File: config.mk
export PLATFORM = sky130hd
export DESIGN_NAME = vga_sync_gen_flat
export DESIGN_NICKNAME = d
export VERILOG_FILES = /design/src/rtl/vga_timing_pkg.sv /design/src/rtl/vga_sync_gen_if.sv /design/src/rtl/vga_axis_counter.sv /design/src/rtl/vga_sync_gen.sv /design/src/flat_wrapper.sv
export SDC_FILE = /design/constraint.sdc
export NUM_CORES = 1
export LEC_CHECK = 0
export ABC_AREA = 1
export CORE_AREA = 2 2 61 63
export CTS_BUF_LIST = sky130_fd_sc_hd__clkbuf_4
export CTS_CLUSTER_DIAMETER = 150
export CTS_CLUSTER_SIZE = 12
export DETAILED_ROUTE_END_ITERATION = 16
export DIE_AREA = 0 0 63 65
export PLACE_DENSITY = 0.89
export SYNTH_ARGS = -nofsm -noshare
export SYNTH_HDL_FRONTEND = slang
export SYNTH_HIERARCHICAL = 1
export SYNTH_SLANG_ARGS = --single-unit
File: constraint.sdc
create_clock -name px_clk -period 6.3 [get_ports px_clk]
set_input_delay 0.63 -clock px_clk [delete_from_list [all_inputs] [get_ports px_clk]]
set_output_delay 0.63 -clock px_clk [all_outputs]
set_load 0.02 [all_outputs]
File: src/rtl/vga_timing_pkg.sv
`default_nettype none
// ============================================================================
// Module  : vga_timing_pkg
// Purpose : Default 640x480@60 VGA timing, position type, FSM state type,
//           strVGA stream field bounds and small decode helpers shared by
//           the VGA sync generator and its neighbours.
// Revision: 1.0  initial release
// ============================================================================
package vga_timing_pkg;

  // Default 640x480@60 timing (25 MHz pixel clock).
  localparam int DEF_H_ACTIVE = 640;
  localparam int DEF_H_FP     = 16;
  localparam int DEF_H_SYNC   = 96;
  localparam int DEF_H_BP     = 48;
  localparam int DEF_V_ACTIVE = 480;
  localparam int DEF_V_FP     = 10;
  localparam int DEF_V_SYNC   = 2;
  localparam int DEF_V_BP     = 33;

  // Positions are 10 bits wide, so a line or frame may hold at most 1024 steps.
  localparam int POS_W     = 10;
  localparam int POS_RANGE = 1 << POS_W;

  // strVGA stream layout used by the downstream zipper.
  localparam int STRVGA_W = 23;
  localparam int XC_MSB   = 22;
  localparam int XC_LSB   = 13;
  localparam int YC_MSB   = 12;
  localparam int YC_LSB   = 3;
  localparam int HS_BIT   = 2;
  localparam int VS_BIT   = 1;
  localparam int ACT_BIT  = 0;

  typedef logic [POS_W-1:0] pos_t;

  typedef enum logic [0:0] {
    ST_IDLE = 1'b0,
    ST_RUN  = 1'b1
  } state_t;

  // True when lo <= p < hi.
  function automatic logic in_range(input pos_t p, input int lo, input int hi);
    return (int'(p) >= lo) && (int'(p) < hi);
  endfunction

  // Packs one pixel's timing fields into the strVGA word.
  function automatic logic [STRVGA_W-1:0] pack_strvga(
    input pos_t x,
    input pos_t y,
    input logic hs,
    input logic vs,
    input logic act
  );
    logic [STRVGA_W-1:0] w;
    w                 = '0;
    w[XC_MSB:XC_LSB]  = x;
    w[YC_MSB:YC_LSB]  = y;
    w[HS_BIT]         = hs;
    w[VS_BIT]         = vs;
    w[ACT_BIT]        = act;
    return w;
  endfunction

endpackage
`default_nettype wire

File: src/rtl/vga_sync_gen_if.sv
`default_nettype none
// ============================================================================
// Module  : vga_sync_gen_if
// Purpose : Video timing bundle between the sync generator (master) and its
//           consumers (slave). The enable travels against the data flow.
// Revision: 1.0  initial release
// ============================================================================
interface vga_sync_gen_if;
  import vga_timing_pkg::*;

  logic       en;
  logic       hsync;
  logic       vsync;
  pos_t       x_px;
  pos_t       y_px;
  logic       activevideo;
  logic       line_start;
  logic       frame_start;
  logic [7:0] frame_cnt;

  modport master (
    input  en,
    output hsync,
    output vsync,
    output x_px,
    output y_px,
    output activevideo,
    output line_start,
    output frame_start,
    output frame_cnt
  );

  modport slave (
    output en,
    input  hsync,
    input  vsync,
    input  x_px,
    input  y_px,
    input  activevideo,
    input  line_start,
    input  frame_start,
    input  frame_cnt
  );

endinterface
`default_nettype wire

File: src/rtl/vga_axis_counter.sv
`default_nettype none
// ============================================================================
// Module  : vga_axis_counter
// Purpose : 10-bit modular position counter for one screen axis. Exposes the
//           registered count, the value it will take on the next edge, and a
//           wrap flag that is high when this increment rolls TOTAL-1 to 0.
// Revision: 1.0  initial release
// ============================================================================
module vga_axis_counter
  import vga_timing_pkg::*;
#(
  parameter int TOTAL = DEF_H_ACTIVE + DEF_H_FP + DEF_H_SYNC + DEF_H_BP
) (
  input  logic clk,
  input  logic rst_n,
  input  logic inc,
  output pos_t count,
  output pos_t nxt,
  output logic wrap
);

  localparam pos_t LAST = pos_t'(TOTAL - 1);

  // Next value and wrap flag; the top decodes its flags from nxt so that
  // they land in the same cycle as the count they describe.
  always_comb begin
    nxt  = count;
    wrap = 1'b0;
    if (inc) begin
      if (count == LAST) begin
        nxt  = '0;
        wrap = 1'b1;
      end else begin
        nxt = count + pos_t'(1);
      end
    end
  end

  // Position register.
  always_ff @(posedge clk) begin
    if (!rst_n) begin
      count <= '0;
    end else begin
      count <= nxt;
    end
  end

endmodule
`default_nettype wire

File: src/rtl/vga_sync_gen.sv
`default_nettype none
// ============================================================================
// Module  : vga_sync_gen
// Purpose : Pixel-clock VGA timing generator. Produces registered, mutually
//           aligned hsync/vsync/position/activevideo plus line and frame
//           start strobes and a completed-frame counter.
// Revision: 1.0  initial release
// ============================================================================
module vga_sync_gen
  import vga_timing_pkg::*;
#(
  parameter int   H_ACTIVE = DEF_H_ACTIVE,
  parameter int   H_FP     = DEF_H_FP,
  parameter int   H_SYNC   = DEF_H_SYNC,
  parameter int   H_BP     = DEF_H_BP,
  parameter int   V_ACTIVE = DEF_V_ACTIVE,
  parameter int   V_FP     = DEF_V_FP,
  parameter int   V_SYNC   = DEF_V_SYNC,
  parameter int   V_BP     = DEF_V_BP,
  parameter logic HS_POL   = 1'b0,
  parameter logic VS_POL   = 1'b0
) (
  input  logic           px_clk,
  input  logic           rst_n,
  vga_sync_gen_if.master vid
);

  localparam int H_TOTAL  = H_ACTIVE + H_FP + H_SYNC + H_BP;
  localparam int V_TOTAL  = V_ACTIVE + V_FP + V_SYNC + V_BP;
  localparam int HS_START = H_ACTIVE + H_FP;
  localparam int HS_END   = HS_START + H_SYNC;
  localparam int VS_START = V_ACTIVE + V_FP;
  localparam int VS_END   = VS_START + V_SYNC;

  state_t     state;
  state_t     state_nxt;
  logic       run;

  logic       h_inc;
  logic       h_wrap;
  logic       v_wrap;
  pos_t       h_count;
  pos_t       h_nxt;
  pos_t       v_count;
  pos_t       v_nxt;

  logic       dec_hsync;
  logic       dec_vsync;
  logic       dec_active;
  logic       dec_line;
  logic       dec_frame;

  logic       hsync_q;
  logic       vsync_q;
  logic       active_q;
  logic       line_q;
  logic       frame_q;
  logic [7:0] frame_cnt_q;

  // State register.
  always_ff @(posedge px_clk) begin
    if (!rst_n) begin
      state <= ST_IDLE;
    end else begin
      state <= state_nxt;
    end
  end

  // Next state: leave IDLE on the first enabled edge and stay in RUN.
  always_comb begin
    state_nxt = state;
    run       = 1'b0;
    case (state)
      ST_IDLE: begin
        if (vid.en) begin
          state_nxt = ST_RUN;
        end
      end
      ST_RUN: begin
        run = 1'b1;
      end
      default: begin
        state_nxt = ST_IDLE;
      end
    endcase
  end

  // The first enabled edge only starts the generator, so position stays at
  // (0,0) while the flags for (0,0) are loaded.
  assign h_inc = vid.en & run;

  vga_axis_counter #(
    .TOTAL (H_TOTAL)
  ) u_h_cnt (
    .clk   (px_clk),
    .rst_n (rst_n),
    .inc   (h_inc),
    .count (h_count),
    .nxt   (h_nxt),
    .wrap  (h_wrap)
  );

  vga_axis_counter #(
    .TOTAL (V_TOTAL)
  ) u_v_cnt (
    .clk   (px_clk),
    .rst_n (rst_n),
    .inc   (h_wrap),
    .count (v_count),
    .nxt   (v_nxt),
    .wrap  (v_wrap)
  );

  // Decode the flags from the position the counters move to on this edge.
  always_comb begin
    dec_hsync  = in_range(h_nxt, HS_START, HS_END) ? HS_POL : ~HS_POL;
    dec_vsync  = in_range(v_nxt, VS_START, VS_END) ? VS_POL : ~VS_POL;
    dec_active = (int'(h_nxt) < H_ACTIVE) && (int'(v_nxt) < V_ACTIVE);
    dec_line   = (h_nxt == '0);
    dec_frame  = (h_nxt == '0) && (v_nxt == '0);
  end

  // Output flag registers and frame counter; strobes drop while frozen.
  always_ff @(posedge px_clk) begin
    if (!rst_n) begin
      hsync_q     <= ~HS_POL;
      vsync_q     <= ~VS_POL;
      active_q    <= 1'b0;
      line_q      <= 1'b0;
      frame_q     <= 1'b0;
      frame_cnt_q <= 8'd0;
    end else if (vid.en) begin
      hsync_q  <= dec_hsync;
      vsync_q  <= dec_vsync;
      active_q <= dec_active;
      line_q   <= dec_line;
      frame_q  <= dec_frame;
      if (v_wrap) begin
        frame_cnt_q <= frame_cnt_q + 8'd1;
      end
    end else begin
      line_q  <= 1'b0;
      frame_q <= 1'b0;
    end
  end

  assign vid.hsync       = hsync_q;
  assign vid.vsync       = vsync_q;
  assign vid.x_px        = h_count;
  assign vid.y_px        = v_count;
  assign vid.activevideo = active_q;
  assign vid.line_start  = line_q;
  assign vid.frame_start = frame_q;
  assign vid.frame_cnt   = frame_cnt_q;

endmodule
`default_nettype wire

File: src/flat_wrapper.sv
// flat-port wrapper written by rule: the top's interface ports become plain ports
module vga_sync_gen_flat import vga_timing_pkg::*;
#(
  parameter int   H_ACTIVE = DEF_H_ACTIVE,
  parameter int   H_FP     = DEF_H_FP,
  parameter int   H_SYNC   = DEF_H_SYNC,
  parameter int   H_BP     = DEF_H_BP,
  parameter int   V_ACTIVE = DEF_V_ACTIVE,
  parameter int   V_FP     = DEF_V_FP,
  parameter int   V_SYNC   = DEF_V_SYNC,
  parameter int   V_BP     = DEF_V_BP,
  parameter logic HS_POL   = 1'b0,
  parameter logic VS_POL   = 1'b0
)
  (px_clk, rst_n, vid_en, vid_hsync, vid_vsync, vid_x_px, vid_y_px, vid_activevideo, vid_line_start, vid_frame_start, vid_frame_cnt);
  vga_sync_gen_if vid_i ();
  input  logic px_clk;
  input  logic rst_n;
  input wire logic [$bits(vid_i.en)-1:0] vid_en;
  output wire logic [$bits(vid_i.hsync)-1:0] vid_hsync;
  output wire logic [$bits(vid_i.vsync)-1:0] vid_vsync;
  output wire logic [$bits(vid_i.x_px)-1:0] vid_x_px;
  output wire logic [$bits(vid_i.y_px)-1:0] vid_y_px;
  output wire logic [$bits(vid_i.activevideo)-1:0] vid_activevideo;
  output wire logic [$bits(vid_i.line_start)-1:0] vid_line_start;
  output wire logic [$bits(vid_i.frame_start)-1:0] vid_frame_start;
  output wire logic [$bits(vid_i.frame_cnt)-1:0] vid_frame_cnt;
  assign vid_i.en = vid_en;
  assign vid_hsync = vid_i.hsync;
  assign vid_vsync = vid_i.vsync;
  assign vid_x_px = vid_i.x_px;
  assign vid_y_px = vid_i.y_px;
  assign vid_activevideo = vid_i.activevideo;
  assign vid_line_start = vid_i.line_start;
  assign vid_frame_start = vid_i.frame_start;
  assign vid_frame_cnt = vid_i.frame_cnt;
  vga_sync_gen #(.H_ACTIVE(H_ACTIVE), .H_FP(H_FP), .H_SYNC(H_SYNC), .H_BP(H_BP), .V_ACTIVE(V_ACTIVE), .V_FP(V_FP), .V_SYNC(V_SYNC), .V_BP(V_BP), .HS_POL(HS_POL), .VS_POL(VS_POL)) u_core (.px_clk(px_clk), .rst_n(rst_n), .vid(vid_i));
endmodule
==> metrics, run 1 <==
outcome completed; CP max stage delay about 0.7 ns; most common library cells after synthesis nand2_1, nor2_1, inv_1; Detailed Place HPWL approximately 3.3 mm; vias in the first global route about 1800; register area 680.7 µm²; Avg Inst Size Synth 6.599 µm²; mux cell area share after synthesis 0%; routed len/inst roughly 12 µm; Buf/Inv on CP 3; n_diodes 0; Worst-Skew Late Latency approximately 0.33 ns; Min-Delay Path Class flop to flop; die span in y about 65 µm; final cell utilization of the core approximately two thirds; post-synthesis instance total around 300; Crit Path Max Fanout 13; Area Growth Syn to Fin 23.05%; dpl cells roughly 370; most used cell, CP nand2_1; power per cell area ~150 mW/mm²; largest family of logic cells by synthesized area simple AND/OR/NAND/NOR gates; setup ws final about 3.1 ns; Worst Skew 0.01171 ns; placed cell areas between 0.002 and 0.0025 mm²; post-synth cell types 29; total power approximately 0.36 mW; CORE AREA approximately 0.0035 mm²; worst path cell trace clkdlybuf4s50_1 > nand2_1 > inv_1 > nand3_2 > nor3_4 > nand2_2 > nor2_4 > nand4_1 > nand3_1 > inv_1 > or2_2 > nor2_1 > nand3_1 > nand2_1 > nand2_1; DRC violation count after routing 0; xor/xnor share of the synthesized area 2.727%; critical path class input pin to flop; #FFs+latches synth 34; Final Max Tran Viols 0; asr flop ratio synth 0%; Setup Fix Bufs, Post-CTS 0; Final #Nets around 340; Finished Cell Area between 0.002 and 0.0025 mm²; Post-Syn Area roughly 0.0019 mm²; Pre-Repair DR Iteration Count 4; Sink Count 34; IR drop worst, VDD 0.1200 mV; # resized after CTS 0; worst hold slack 0.4781 ns; unrepaired setup endpoints after global routing false; Clock Path Buffers 2; post-layout minimum cycle time 3.167 ns; routability cong. approximately 0.87; htree depth 2; post-synthesis compound-gate area fraction about 5.8%; post-synth top area share 35.32%; Worst-path clk slew between 0.1 and 0.15 ns; Initial Util between 50% and 60%; Crit path required time roughly 6.5 ns; count of warnings emitted by yosys 6; width of the die between 60 and 70 µm; clk root buf clkbuf_4; initial antenna violation count 0; Hold Path Depth 2; TritonCTS clock tree done; post-synthesis sequential area ratio 35.32%; CTS buffer count 5; hold buffers post-CTS 0; relative slew slack a little under two thirds; final WL roughly 4.4 mm; leakage 1.107 nW; # setup viols final 0; EDFF count, synth 0; post-synthesis simple-gate area fraction between 40% and 50%; Peak Freq approximately 320 MHz; row count 22; final hold violations 0; Worst path slowest cell clkdlybuf4s50_1; IO Port Bufs 35; Ports 36; vias per cell between 5 and 6; synth top area cells dfxtp_1, nand2_1, nor2_1; Least-Margin Pin Slew around 0.54 ns; CP arrival 3.41 ns; CP delay by family, top simple AND/OR/NAND/NOR gates; final worst-path cycle share between 50 and 60%; first-pass GRT wire length between 7 and 8 mm; filler cell count 332; top-count cell post-synth nand2_1; Worst setup EP type flop; syn nets between 200 and 300; Cell Count, Final, Fillers Out 380; CP startpoint kind input pin; layout cells sized above 1 around 8.7%; DRT iter0 DRCs roughly 150; total gr overflow 0; setup TNS 0 ns; maximum number of pins on one net before global-route repair 14; max cap viols 0; R2R cell count 13; Vias slightly below 2000; Die ar. slightly above 0.004 mm²; ys flop type dfxtp_1; adder-cell area share of the yosys netlist under 10%; GRT Total Usage approximately 23%; post-place setup slack roughly 2.8 ns; post-route ant nets 0; Crit path depth 15; largest area contributor in the netlist dfxtp_1; area taken by multi-input logic gates 0.001042 mm²
-- kinds of logic (layout without fill, tap and decap cells) --
logic type,Yosys count,in the layout
buf+inv,52,92
flops,34,34
fa+ha+maj,4,4
simple gates,177,177
compound gates,19,19
xor+xnor,6,6
-- state kept, by name (all words and copies together), names as in the netlist --
name	cells
u_core/u_h_cnt/count	10
u_core/u_v_cnt/count	10
u_core/vid.frame_cnt	8
u_core/state	1
u_core/vid.activevideo	1
u_core/vid.frame_start	1
u_core/vid.hsync	1
u_core/vid.line_start	1
u_core/vid.vsync	1
-- final timing paths --
kind	to	startpoint	slack [ns]
worst max register to register	u_core/vid.vsync	u_core/u_h_cnt/count[0]	3.72
worst max-delay path	u_core/vid.vsync	vid_en	3.13
worst min-delay path	u_core/state	u_core/state	0.48
worst min register to register	u_core/state	u_core/state	0.48
-- final cells by class --
type | count | share of cell area, %
Timing Repair Buffer | 35 | 14.78
Tap cell | 48 | 2.533
Inverter | 49 | 7.757
Multi-Input combinational cell | 206 | 43.96
Clock inverter | 2 | 0.3694
Sequential cell | 34 | 28.71
Clock buffer | 6 | 1.900
-- report_power, final --
part	internal [mW]	switching, mW	total, mW
registers	0.218	0.00194	0.220
logic	0.00935	0.0146	0.0240
clock network	0.0462	0.0730	0.119
total	0.274	0.0896	0.363
-- layer usage --
| metal | global-route usage, % | vias up | wire length, µm | share of wire [%] |
|---|---|---|---|---|
| li1 | - | 983 | - | - |
| met1 | 27.18 | 873 | 2028 | 46 |
| met2 | 40.03 | 64 | 2034 | 46 |
| met3 | 5.729 | 9 | 235 | 5.4 |
| met4 | 10.00 | 0 | 85 | 1.9 |
| met5 | 0 | - | 0 | 0 |
-- worst register-to-register path: stages (launching register included) --
cell and delay (ns):
dfxtp_1 0.40, ha_1 0.26, nand3_2 0.13, nor3_4 0.52, nand2_2 0.13, nor2_4 0.18
nand4_1 0.10, nand3_1 0.12, inv_1 0.07, or2_2 0.30, nor2_1 0.10, nand3_1 0.07
nand2_1 0.06, nand2_1 0.05
-- layout by cell type, fill, tap and decap left out --
cell type,netlist,layout
a21oi_1,9,9
a31oi_1,1,1
clkbuf_4,0,6
clkdlybuf4s50_1,0,35
clkinv_1,2,3
clkinv_2,0,1
dfxtp_1,34,34
ha_1,4,4
inv_1,45,45
inv_2,2,2
nand2_1,66,66
nand2_2,3,3
nand2_4,1,1
nand3_1,17,17
nand3_2,4,4
nand4_1,9,9
nand4_2,1,1
nor2_1,60,60
nor2_4,5,5
nor3_1,7,7
nor3_2,1,1
nor3_4,1,1
o21ai_0,4,4
o21ai_1,2,2
o21ai_2,1,1
o21bai_2,2,2
or2_2,1,1
or3_1,1,1
xnor2_1,1,1
xor2_1,5,5
No activity file was read; power rests on OpenSTA's default activity.
==> run 2: changes to the inputs <==
Settings changed: CORE_AREA 2 2 61 63 to 2 2 66 68, DIE_AREA 0 0 63 65 to 0 0 68 70, PLACE_DENSITY 0.89 to 0.81.
Clock period 6.3 ns to 2.8 ns, I/O delays scaled along.
==> metrics, run 2 (synthesis gave the netlist of run 1 again) <==
Worst-path clk slew between 0.1 and 0.15 ns; htree depth 2; Final Max Tran Viols 0; setup ws final between 0.5 and 0.6 ns; layout cells sized above 1 about a tenth; Detailed Place HPWL around 3.3 mm; Min-Delay Path Class flop to flop; Crit path required time approximately 3 ns; post-place setup slack approximately 0.27 ns; Initial Util around 46%; Crit Path Max Fanout 6; DRT iter0 DRCs roughly 130; Worst path slowest cell dfxtp_1; Worst Skew 0.01578 ns; Ports 36; setup TNS 0 ns; routability cong. 0.9112; Worst-Skew Late Latency ~0.33 ns; Vias 1923; CP max stage delay 0.40 ns; critical path class flop to flop; relative slew slack roughly 70%; n_diodes 0; Area Growth Syn to Fin 24.87%; die span in y about 70 µm; Setup Fix Bufs, Post-CTS 0; # setup viols final 0; leakage 1.128 nW; hold buffers post-CTS 0; power per cell area about 340 mW/mm²; Pre-Repair DR Iteration Count 4; Sink Count 34; final cell utilization of the core approximately three fifths; outcome completed; Buf/Inv on CP 1; register area around 700 µm²; Least-Margin Pin Slew around 0.47 ns; Final #Nets 342; most common cell after layout, fill and taps aside nand2_1; final WL roughly 4.2 mm; CORE AREA a little over 0.004 mm²; Die ar. approximately 0.0048 mm²; max cap viols 0; area taken by multi-input logic gates between 0.001 and 0.0015 mm²; row count 24; worst hold slack 0.4777 ns; # resized after CTS 0; CP delay by family, top simple AND/OR/NAND/NOR gates; DRC violation count after routing 0; initial antenna violation count 0; Worst setup EP type flop; commonest cells after routing, fill and taps aside nand2_1, nor2_1, inv_1, clkdlybuf4s50_1, dfxtp_1; Clock Path Buffers 2; IR drop worst, VDD approximately 0.22 mV; vias in the first global route ~1800; CP arrival 2.53 ns; CP startpoint kind flop; clk root buf clkbuf_4; first-pass GRT wire length ~7.3 mm; Peak Freq 438.2 MHz; worst path cell trace ha_1 > nand3_2 > nor3_4 > nand2_2 > nor2_4 > nand4_1 > nand3_1 > inv_1 > or2_2 > nor2_1 > nand3_1 > nand2_1 > nand2_1; width of the die between 60 and 70 µm; TritonCTS clock tree done; GRT Total Usage between 15 and 20%; maximum number of pins on one net before global-route repair 13; post-layout minimum cycle time about 2.3 ns; filler cell count 399; post-route ant nets 0; final hold violations 0; final worst-path cycle share between 80% and 90%; vias per cell 4.956; total gr overflow 0; CTS buffer count 5; IO Port Bufs 35; unrepaired setup endpoints after global routing false; routed len/inst 10.94 µm
[run 2: layout make-up]
type	count	share of cell area, %
repair buffers	39	15.81
clock buffers	6	1.872
clock inverters	2	0.3640
multi-input cells	206	43.32
well taps	52	2.704
inverters	49	7.644
flip-flops and latches	34	28.29
[run 2: metal layers]
layer  GRT usage [%]  wire length [µm]  share of wire [%]  vias to the layer above
li1                -                 -                  -                      997
met1           26.14              2002                 47                      881
met2           31.50              1997                 47                       41
met3           4.348               195                4.6                        4
met4           5.333                50                1.2                        0
met5               0                 0                  0                        -
[run 2: worst register-to-register path, stage by stage, from the launching register on]
cell and delay, ns:
dfxtp_1 0.40, ha_1 0.25, nand3_2 0.14, nor3_4 0.30, nand2_2 0.10, nor2_4 0.16, nand4_1 0.10, nand3_1 0.12
inv_1 0.07, or2_2 0.30, nor2_1 0.10, nand3_1 0.07, nand2_1 0.06, nand2_1 0.04
[run 2: worst paths after layout]
kind / cells after the start / slack [ns] / startpoint / end
setup reg to reg: 13 / 0.52 / u_core/u_h_cnt/count[0] / u_core/vid.vsync
hold reg to reg: 2 / 0.48 / u_core/vid.hsync / u_core/vid.hsync
setup / recovery: 13 / 0.52 / u_core/u_h_cnt/count[0] / u_core/vid.vsync
hold / removal: 2 / 0.48 / u_core/vid.hsync / u_core/vid.hsync
[run 2: through the flow]
| step | cells | total power [mW] | cell area (µm²) |
|---|---|---|---|
| after floorplan | 292 | 0.5399 | 1927 |
| after global placement | 380 | 0.5618 | 2352 |
| after detailed placement | 380 | 0.5627 | 2352 |
| after CTS | 388 | 0.8306 | 2406 |
| after global routing | 388 | 0.8526 | 2406 |
| final | 388 | 0.8144 | 2406 |
[run 2: where the power goes]
group          internal, mW  switching (mW)  leakage (nW)
Combinational        0.0228          0.0335         0.820
Clock                 0.104           0.159        0.0331
Sequential            0.491         0.00424         0.275
